--- src/rtl/riscv_loader_pkg.sv ---
// Shared types and constants for the boot-time instruction loader.
// Imported by the loader top and its byte packer.
package riscv_loader_pkg;

    typedef enum logic [2:0] {
        IDLE,
        LEN_LO,
        LEN_HI,
        LOAD,
        START,
        RUN,
        DONE,
        ERROR
    } loader_state_t;

    localparam int BYTES_PER_WORD = 4;
    localparam int LEN_WIDTH      = 16;

endpackage

--- src/rtl/ins_mem_loader_byte_packer.sv ---
// Packs a little-endian byte stream into 32-bit words.
// Raises wordValid for one cycle after the fourth byte of each word.
module byte_packer
    import riscv_loader_pkg::*;
(
    input  logic                          clk_i,
    input  logic                          rstN_i,
    input  logic                          clear_i,
    input  logic                          en_i,
    input  logic [7:0]                    byte_i,
    output logic                          lastByte_o,
    output logic [BYTES_PER_WORD*8-1:0]   word_o,
    output logic                          wordValid_o
);

    localparam int IDX_W = $clog2(BYTES_PER_WORD);

    logic [IDX_W-1:0]            byteIdx_q;
    logic [BYTES_PER_WORD*8-1:0] acc_q;
    logic                        wordValid_q;

    assign lastByte_o  = (byteIdx_q == IDX_W'(BYTES_PER_WORD - 1));
    assign word_o      = acc_q;
    assign wordValid_o = wordValid_q;

    // The accumulator stays stable through the write cycle, so it doubles
    // as the write data register.
    always_ff @(posedge clk_i) begin
        if (!rstN_i) begin
            byteIdx_q   <= '0;
            acc_q       <= '0;
            wordValid_q <= 1'b0;
        end else begin
            wordValid_q <= 1'b0;
            if (clear_i) begin
                byteIdx_q <= '0;
            end else if (en_i) begin
                acc_q[{byteIdx_q, 3'b000} +: 8] <= byte_i;
                byteIdx_q   <= byteIdx_q + 1'b1;
                wordValid_q <= lastByte_o;
            end
        end
    end

endmodule

--- src/rtl/ins_mem_loader.sv ---
// Boot loader: length header, byte stream into instruction memory,
// then start the processor and wait for it to finish.
module ins_mem_loader
    import riscv_loader_pkg::*;
#(
    parameter int IM_MEM_DEPTH      = 256,
    parameter int INSTRUCTION_WIDTH = 32
) (
    input  logic                         clk,
    input  logic                         rstN,
    input  logic                         loadStart,
    input  logic [7:0]                   byteIn,
    input  logic                         byteValid,
    output logic                         byteReady,
    output logic                         imWriteEn,
    output logic [31:0]                  imAddress,
    output logic [INSTRUCTION_WIDTH-1:0] imWriteData,
    output logic                         startProcess,
    input  logic                         endProcess,
    output logic                         busy,
    output logic                         loadDone,
    output logic                         error
);

    localparam logic [LEN_WIDTH:0] DEPTH_L = (LEN_WIDTH + 1)'(IM_MEM_DEPTH);

    loader_state_t        state_q, state_d;
    logic [LEN_WIDTH-1:0] len_q;
    logic [LEN_WIDTH-1:0] wordIdx_q;
    logic [31:0]          imAddress_q;
    logic                 byteReady_q;
    logic                 startProcess_q;
    logic                 busy_q;
    logic                 loadDone_q;
    logic                 error_q;

    logic                 xfer;
    logic                 loadXfer;
    logic                 lastByte;
    logic                 wordValid;
    logic [LEN_WIDTH-1:0] lenFull;
    logic [LEN_WIDTH-1:0] lenLast;

    assign xfer     = byteValid && byteReady_q;
    assign loadXfer = xfer && (state_q == LOAD);
    assign lenFull  = {byteIn, len_q[7:0]};
    assign lenLast  = len_q - 1'b1;

    byte_packer u_packer (
        .clk_i       (clk),
        .rstN_i      (rstN),
        .clear_i     (state_q != LOAD),
        .en_i        (loadXfer),
        .byte_i      (byteIn),
        .lastByte_o  (lastByte),
        .word_o      (imWriteData),
        .wordValid_o (wordValid)
    );

    always_comb begin
        state_d = state_q;
        unique case (state_q)
            IDLE:   if (loadStart) state_d = LEN_LO;
            LEN_LO: if (xfer) state_d = LEN_HI;
            LEN_HI: begin
                if (xfer) begin
                    if (lenFull == '0 || {1'b0, lenFull} > DEPTH_L)
                        state_d = ERROR;
                    else
                        state_d = LOAD;
                end
            end
            LOAD: begin
                if (loadXfer && lastByte && wordIdx_q == lenLast)
                    state_d = START;
            end
            START:  state_d = RUN;
            RUN:    if (endProcess) state_d = DONE;
            DONE:   if (loadStart) state_d = LEN_LO;
            ERROR:  if (loadStart) state_d = LEN_LO;
            default: state_d = IDLE;
        endcase
    end

    // Status outputs follow the next state so they are glitch-free regs.
    always_ff @(posedge clk) begin
        if (!rstN) begin
            state_q        <= IDLE;
            len_q          <= '0;
            wordIdx_q      <= '0;
            imAddress_q    <= '0;
            byteReady_q    <= 1'b0;
            startProcess_q <= 1'b0;
            busy_q         <= 1'b0;
            loadDone_q     <= 1'b0;
            error_q        <= 1'b0;
        end else begin
            state_q        <= state_d;
            byteReady_q    <= state_d inside {LEN_LO, LEN_HI, LOAD};
            busy_q         <= !(state_d inside {IDLE, DONE, ERROR});
            loadDone_q     <= (state_d == DONE);
            error_q        <= (state_d == ERROR);
            startProcess_q <= (state_q == START);
            if (state_q == LEN_LO && xfer)
                len_q[7:0] <= byteIn;
            if (state_q == LEN_HI) begin
                wordIdx_q <= '0;
                if (xfer)
                    len_q[15:8] <= byteIn;
            end
            if (loadXfer && lastByte) begin
                imAddress_q <= {14'b0, wordIdx_q, 2'b00};
                wordIdx_q   <= wordIdx_q + 1'b1;
            end
        end
    end

    assign byteReady    = byteReady_q;
    assign imWriteEn    = wordValid;
    assign imAddress    = imAddress_q;
    assign startProcess = startProcess_q;
    assign busy         = busy_q;
    assign loadDone     = loadDone_q;
    assign error        = error_q;

endmodule

--- config.mk ---
export PLATFORM = sky130hd
export DESIGN_NAME = ins_mem_loader
export DESIGN_NICKNAME = d
export VERILOG_FILES = /design/src/rtl/riscv_loader_pkg.sv /design/src/rtl/ins_mem_loader_byte_packer.sv /design/src/rtl/ins_mem_loader.sv
export SDC_FILE = /design/constraint.sdc
export NUM_CORES = 1
export LEC_CHECK = 0
export ABC_CLOCK_PERIOD_IN_PS = 2570
export CAP_MARGIN = 25
export CORE_AREA = 3 3 142 144
export DETAILED_ROUTE_END_ITERATION = 7
export DIE_AREA = 0 0 145 147
export PLACE_DENSITY = 0.53
export SKIP_LAST_GASP = 1
export SYNTH_ARGS = -nofsm -noshare
export SYNTH_HDL_FRONTEND = slang
export SYNTH_SLANG_ARGS = --single-unit
--- constraint.sdc ---
create_clock -name clk -period 2.57 [get_ports clk]
set_input_delay 0.6425 -clock clk [delete_from_list [all_inputs] [get_ports clk]]
set_output_delay 0.6425 -clock clk [all_outputs]
set_load 0.01 [all_outputs]
# After elaboration in Yosys (flattened, before gate mapping)
# Cells that the tools add are included.
# totals
ff_bits,91
input_bits,13
output_inout_bits,70
# op_classes
addsub,4
order_cmp,1
eq_ne,15
shift,2
muxes,10
n_bitwise,3
n_reduce_logical,18
# ops
op,count
$bwmux W32,1
$mux W16,2
$shift A8 B7 Y32 const A,1
$shiftx A8 B7 Y32,1
$eq A3 B3 Y1 const B,6
$mux W3,6
$pmux W3 S6,1
$add A16 B1 Y16 const B,1
$eq A16 B16 Y1,1
$gt A16 B9 Y1 const B,1
$logic_not A16 Y1,1
$sub A16 B1 Y16 const B,1
$eq A3 B2 Y1 const B,4
$neg A5 Y7,1
$eq A3 B1 Y1 const B,2
$logic_not A3 Y1,2
$reduce_bool A3 Y1,2
$reduce_or A3 Y1,2
$logic_and A1 B1 Y1,5
$reduce_and A2 Y1,2
$ne A3 B2 Y1 const B,1
$not A1 Y1,3
$add A2 B1 Y2 const B,1
$eq A2 B2 Y1 const B,1
4 further kinds,4

# Longest topological paths before layout
# Gate-level depths: netlist of the first run.
# depth
word_depth,9
ltp_mapped,10

# Modules after synthesis
# Synthesis of the first run repeated with hierarchy kept, for this count alone.
# hier_totals
hier_cells,522
area_unflattened_um2,4449.3
# modules_own_cells
module,instances,cells_per_inst,area_per_inst_um2
ins_mem_loader,1,397,3108.0
byte_packer,1,125,1341.3

# Worst setup path after synthesis of the first run
# OpenSTA, ideal clock, no wires.
# synth_timing
path_type,flip-flop to flip-flop
startpoint,register len_q[0]
endpoint,register byteReady_q (netlist: byteReady)
arrival_time_ns,2.275
slack_ns,0.163
stages_incl_launch_ff,11
period_less_slack_ns,2.407
path_cell_list,dfxtp_1 > clkbuf_1 > inv_1 > ha_1 > clkbuf_2 > or3b_1 > nor4_1 > xnor2_1 > nand4_1 > nor4_4 > nor3_1
# synth_via
elab_chain_len,7
word_cells_on_any_way,14
# synth_lines
item,line_no,text
"start, declared",ins_mem_loader.sv:28,logic [LEN_WIDTH-1:0] len_q;
"start signal, assigned",ins_mem_loader.sv:105,len_q[7:0] <= byteIn;
$sub A16 B1 Y16 (tied with other cells),ins_mem_loader.sv:47,assign lenLast = len_q - 1'b1;
$eq A16 B16 Y1 or $logic_or A1 B1 Y1 (tied branches),"ins_mem_loader.sv:74, ins_mem_loader.sv:67",
$logic_and A1 B1 Y1 or $mux W3 (tied branches),"ins_mem_loader.sv:74, ins_mem_loader.sv:67",
"$mux W3, on equally long branches","ins_mem_loader.sv:74, ins_mem_loader.sv:66",
$pmux W3 S6 *,ins_mem_loader.sv:62,unique case (state_q)
$eq A3 B1 Y1 or $eq A3 B2 Y1 (tied branches),ins_mem_loader.sv:99,"byteReady_q <= state_d inside {LEN_LO, LEN_HI, LOAD};"
$reduce_bool A3 Y1 *,ins_mem_loader.sv:99,
"end signal, assigned",ins_mem_loader.sv:99,
"end, declared",ins_mem_loader.sv:31,logic byteReady_q;
# Mark *: on every way between the ends. The rest lies on a longest branch, timed or not.
# A chain may end at the register's enable or synchronous reset.

# Worst setup path after layout of the first run
# Same ends and word-level chain as after synthesis.

==> results.json, run 1 <==
{
  "end_kind": "register",
  "synth_cell_types": 59,
  "p_per_area_nw_per_um2": 558.0,
  "synthCells": 574,
  "grt_first_pass_wirelength_mm": 20.82,
  "use_met2_pct": 19.62,
  "grt_overflow": 0,
  "clock_skew_ns": 0.01335,
  "path_cells": "inv_1 -> ha_1 -> or3b_1 -> nor4_1 -> xnor2_1 -> nand4_1 -> nor4_4 -> nor3_1",
  "drt_wl_total_mm": 12.96,
  "final_cell_mix": "nand2_1 (93), dfxtp_1 (91), a21oi_1 (68)",
  "drv_cap": 0,
  "coreArea_um2": 18830,
  "clock-sinks": 91,
  "wl_per_cell_um": 14.25,
  "async_reset_ff_share_pct": 0,
  "irDropWorstVdd_uv": 255.6,
  "final.min_clock_period_ns": 2.321,
  "clk_latency_ns": 0.35,
  "row_count": 50,
  "grt_setup_unrepaired": "false",
  "hpwlAfterDp_mm": 9.335,
  "cts_setup_buffers": 0,
  "grt_start_max_net_pins": 41,
  "clockBufferDepth": 2,
  "slowest_delay_ns": 0.44,
  "drv_slew": 0,
  "final_cells": 909,
  "nets": 665,
  "antenna_found_initial": 0,
  "yosysSeqAreaShare_pct": 39.91,
  "finalHoldViolations": 0,
  "grt_pass1_vias": 3869,
  "areaGrowthSynthToFinish_pct": 31.06,
  "drt_iter0_drc": 164,
  "dp.cells": 893,
  "yosys_warnings": 0,
  "top_usage_layer": "met2",
  "cts.htree.levels": 3,
  "diodes": 0,
  "outcome": "completed",
  "clkTransAtPathRegs_ns": 0.07,
  "path_delay_family": "simple AND/OR/NAND/NOR gates",
  "worstSetupPathType": "register to register",
  "vias": 4149,
  "gp_congestion": 0.8274,
  "arrival_ns": 2.53,
  "slew_headroom_pct": 63.30,
  "die_h_um": 147,
  "vias_per_cell": 4.564,
  "hold_path.class": "register to register",
  "power.leakage_uw": 0.002188,
  "required_ns": 2.78,
  "die_x_um": 145,
  "ant_nets": 0,
  "drive_above_1_share_pct": 8.783,
  "tightest_slew_ns": 0.5462,
  "setup_violations": 0,
  "numCtsBuffers": 9,
  "die_area_um2": 21320,
  "io_buffers": 66,
  "root_buffer": "clkbuf_16",
  "path_buf_inv": 1,
  "synth_seq_cells": 91,
  "first_pass_iters": 4,
  "max_freq_mhz": 430.8,
  "final_common_cell": "nand2_1",
  "synth_area_um2": 4564,
  "synth_edf_count": 0,
  "period_share_pct": 90.32,
  "critPathMaxFanout": 5,
  "cp-start-kind": "register",
  "tns_ns": 0,
  "track_usage_pct": 11.99,
  "start_util_pct": 24.24,
  "drc_errors": 0,
  "crit_slowest_cell": "or3b_1",
  "tritoncts": "built",
  "syn_area_per_cell_um2": 7.952,
  "io_pins": 83,
  "met1_usage_pct": 15.94,
  "synth-main-ff-cell": "dfxtp_1",
  "hold_buffers": 0,
  "ctsResizeCount": 0,
  "grt_use_met3_pct": 2.190
}
-- metal layers --
layer  vias to the layer above  part of all wire, %
met5                         -                    0
met2                        94                   48
li1                       2122                    -
met1                      1922                   48
met3                        11                  3.3
met4                         0                  1.1
-- cells in the mapped netlist (4+ instances only) --
| cell | instances | area [µm²] |
|---|---|---|
| a311oi_1 | 4 | 35.03 |
| inv_1 | 9 | 33.78 |
| nand2b_1 | 4 | 25.02 |
| xor2_1 | 6 | 52.55 |
| buf_4 | 16 | 120.1 |
| ha_1 | 8 | 100.1 |
| clkbuf_1 | 35 | 131.4 |
| and3_1 | 7 | 43.79 |
| and2_1 | 7 | 43.79 |
| xnor2_1 | 16 | 140.1 |
| nand2_1 | 93 | 349.1 |
| dfxtp_1 | 91 | 1822 |
| nand4_1 | 7 | 43.79 |
| mux2i_1 | 16 | 160.2 |
| o21ai_0 | 12 | 60.06 |
| nand3_1 | 46 | 230.2 |
| nor3_1 | 18 | 90.09 |
| nor3b_1 | 6 | 45.04 |
| nor4_1 | 8 | 50.05 |
| a21oi_1 | 68 | 340.3 |
| nor2_1 | 40 | 150.1 |
-- worst paths after layout --
path / startpoint / endpoint / slack, ns / cells past startpoint
worst max register to register: len_q[0]$_SDFFE_PN0P_ / byteReady$_SDFF_PN0_ / 0.25 / 8
worst min register to register: imAddress[5]$_SDFFE_PN0P_ / imAddress[5]$_SDFFE_PN0P_ / 0.45 / 2
worst max-delay path: len_q[0]$_SDFFE_PN0P_ / byteReady$_SDFF_PN0_ / 0.25 / 8
worst min-delay path: imAddress[5]$_SDFFE_PN0P_ / imAddress[5]$_SDFFE_PN0P_ / 0.45 / 2
-- state kept, by name, indices dropped and copies added, names as in the netlist --
| signal | count |
|---|---|
| u_packer.word_o | 32 |
| imAddress | 16 |
| len_q | 16 |
| wordIdx_q | 16 |
| state_q | 3 |
| u_packer.byteIdx_q | 2 |
| busy | 1 |
| byteReady | 1 |
| error | 1 |
| loadDone | 1 |
| startProcess | 1 |
| u_packer.wordValid_o | 1 |
-- report_power, final --
group,leakage (µW),total (µW),internal [µW],switching [µW]
Combinational,0.00128,271,114,157
Sequential,0.000734,1440,1420,17.2
Clock,0.000173,1630,1050,576
Total,0.00219,3340,2590,750
-- tightest hold or removal path, delay by kind of cell, from the launching register on --
| kind | cells | cell delay, ns |
|---|---|---|
| flops | 1 | 0.31 |
| simple gates | 1 | 0.05 |
| compound gates | 1 | 0.05 |
-- logic make-up after synthesis --
kind of cell               Yosys count  share of synthesized area, %
AOI/OAI and AO/OA                  111                         14.39
other                                1                       0.08216
DFF                                 91                         39.91
muxes                               16                         3.509
xor gates and xnor gates            24                         5.236
and+or+nand+nor                    258                         27.82
adders and majority gates            8                         2.193
buffers and inverters               65                         6.853
-- layout make-up --
cell class | count | area (µm²)
inverter | 10 | 37.54
fill | 2015 | 12850
timing repair buffer | 99 | 945.9
sequential | 91 | 1822
clock inverter | 6 | 136.4
multi-input combinational | 433 | 2486
clock buffer | 10 | 229.0
tap | 260 | 325.3
-- through the flow --
| step | setup WS, ns | util, % | instance area, µm² | total power [µW] | hold WS (ns) |
|---|---|---|---|---|---|
| final | 0.2487 | 31.77 | 5982 | 3338 | 0.4541 |
| after floorplan | 0.1633 | - | 4621 | 1644 | 0.4689 |
| after CTS | 0.2614 | 31.77 | 5982 | 3390 | 0.4553 |
| after global placement | 0.1010 | 29.83 | 5617 | 1744 | 0.4397 |
| after detailed placement | 0.07107 | 29.83 | 5617 | 1742 | 0.4469 |
| after global routing | 0.07330 | 31.77 | 5982 | 3469 | 0.4739 |
Power figures use the tool's default switching activity.
==> run 2, diff against run 1 <==
- CTS_BUF_LIST: unset -> sky130_fd_sc_hd__clkbuf_2
==> run 2 against run 1 <==
  * Register-to-register slack barely moved
  * Maximum frequency fell by 0.61%
  * Cell count did not move
  * Critical path depth fell by 7
  * Highest routed layer unchanged
  * Flip-flop and latch count did not move
  * Combinational power barely moved
  * Largest cell class unchanged
  * Largest power group is now registers
  * Cell area fell by 3.0%
  * Wire length rose by 0.35%
  * Sequential power barely moved
  * Non-clock buffer count did not move
  * Global-route usage barely moved
==> results.json, run 2 (synthesized netlist as in run 1, its figures left out) <==
{
  "outcome": "completed",
  "drv_slew": 0,
  "start_util_pct": 24.24,
  "tightest_slew_ns": 0.5525,
  "postPlaceCellArea_um2": 5617,
  "root_buffer": "clkbuf_2",
  "grt_first_pass_wirelength_mm": 20.80,
  "io_pins": 83,
  "cts_setup_buffers": 0,
  "slew_headroom_pct": 62.88,
  "grt_setup_unrepaired": "false",
  "tritoncts": "built",
  "final.min_clock_period_ns": 2.335,
  "path_cells": "clkdlybuf4s50_1",
  "clk_latency_ns": 0.60,
  "first_pass_iters": 4,
  "cp-start-kind": "register",
  "finalHoldViolations": 0,
  "hold_path.class": "register to register",
  "die_h_um": 147,
  "tns_ns": 0,
  "arrival_ns": 1.69,
  "crit_slowest_cell": "clkdlybuf4s50_1",
  "end_kind": "output port",
  "vias": 4112,
  "clock-sinks": 91,
  "diodes": 0,
  "required_ns": 1.93,
  "ant_nets": 0,
  "fill_cells": 2034,
  "p_per_area_nw_per_um2": 477.5,
  "coreArea_um2": 18830,
  "largest_reg_flops": 32,
  "wl_per_cell_um": 14.30,
  "drv_cap": 0,
  "io_buffers": 66,
  "final_cell_mix": "nand2_1 (93), dfxtp_1 (91), a21oi_1 (68)",
  "grt_overflow": 0,
  "dp.cells": 893,
  "drc_errors": 0,
  "numCtsBuffers": 9,
  "irDropWorstVdd_uv": 223.7,
  "nets": 665,
  "final_cells": 909,
  "slowest_delay_ns": 0.60,
  "setup_violations": 0,
  "clkTransAtPathRegs_ns": 0.25,
  "period_share_pct": 90.87,
  "cts.htree.levels": 3,
  "path_buf_inv": 1,
  "hpwlAfterDp_mm": 9.335,
  "die_area_um2": 21320,
  "worstSetupPathType": "register to output port",
  "rrSetupSlack_ns": 0.25,
  "path_delay_family": "buffers and inverters",
  "drt_wl_total_mm": 13.00,
  "power.leakage_uw": 0.002117,
  "fin_area_um2": 5803,
  "final_common_cell": "nand2_1",
  "die_x_um": 145,
  "antenna_found_initial": 0,
  "gp_congestion": 0.8274,
  "grt_start_max_net_pins": 41,
  "vias_per_cell": 4.524,
  "hold_buffers": 0,
  "drive_above_1_share_pct": 8.937,
  "grt_pass1_vias": 3855,
  "areaGrowthSynthToFinish_pct": 27.14,
  "critPathMaxFanout": 6,
  "row_count": 50,
  "ctsResizeCount": 0,
  "drt_iter0_drc": 168,
  "clock_skew_ns": 0.02866,
  "max_freq_mhz": 428.2,
  "track_usage_pct": 11.98,
  "clockBufferDepth": 2
}
run 2: cell counts in the layout (fill, tap and decap cells not counted):
No cell type changed its count.
run 2: layout make-up:
| type | count | area [µm²] | share of cell area [%] |
|---|---|---|---|
| well taps | 260 | 325.3 | 5.606 |
| repair buffers | 99 | 945.9 | 16.30 |
| flip-flops and latches | 91 | 1822 | 31.39 |
| multi-input cells | 433 | 2486 | 42.84 |
| inverters | 10 | 37.54 | 0.6468 |
| clock buffers | 10 | 50.05 | 0.8624 |
| clock inverters | 6 | 136.4 | 2.350 |
run 2: through the flow:
| stage | hold WS (ns) | utilization [%] | setup WS [ns] | power (µW) |
|---|---|---|---|---|
| after floorplan | 0.4689 | - | 0.1633 | 1644 |
| after global placement | 0.4397 | 29.83 | 0.1010 | 1744 |
| after detailed placement | 0.4469 | 29.83 | 0.07107 | 1742 |
| after CTS | 0.4727 | 30.82 | 0.1679 | 2808 |
| after global routing | 0.4921 | 30.82 | 0.04517 | 2883 |
| final | 0.4708 | 30.82 | 0.2346 | 2771 |
run 2: layer usage:
metal  track usage [%]  vias to the layer above  routed length, µm
met2             19.48                       85               6024
met4             4.086                        0                221
li1                  -                     2114                  -
met1             16.07                     1895               6316
met5                 0                        -                  0
met3             2.190                       18                440
run 2: path summary, 6_finish.rpt:
kind | startpoint | depth (start not counted) | end
setup reg to reg | len_q[0]$_SDFFE_PN0P_ | 8 | state_q[2]$_SDFF_PN0_
hold reg to reg | u_packer.word_o[14]$_SDFFE_PN0P_ | 2 | u_packer.word_o[14]$_SDFFE_PN0P_
hold / removal | u_packer.word_o[14]$_SDFFE_PN0P_ | 2 | u_packer.word_o[14]$_SDFFE_PN0P_
setup / recovery | byteReady$_SDFF_PN0_ | 1 | byteReady
run 2: power by group:
part	leakage (µW)	switching, µW	internal, µW
logic	0.00128	158	114
registers	0.000734	17.4	1430
clock network	0.000103	532	522
total	0.00212	707	2060
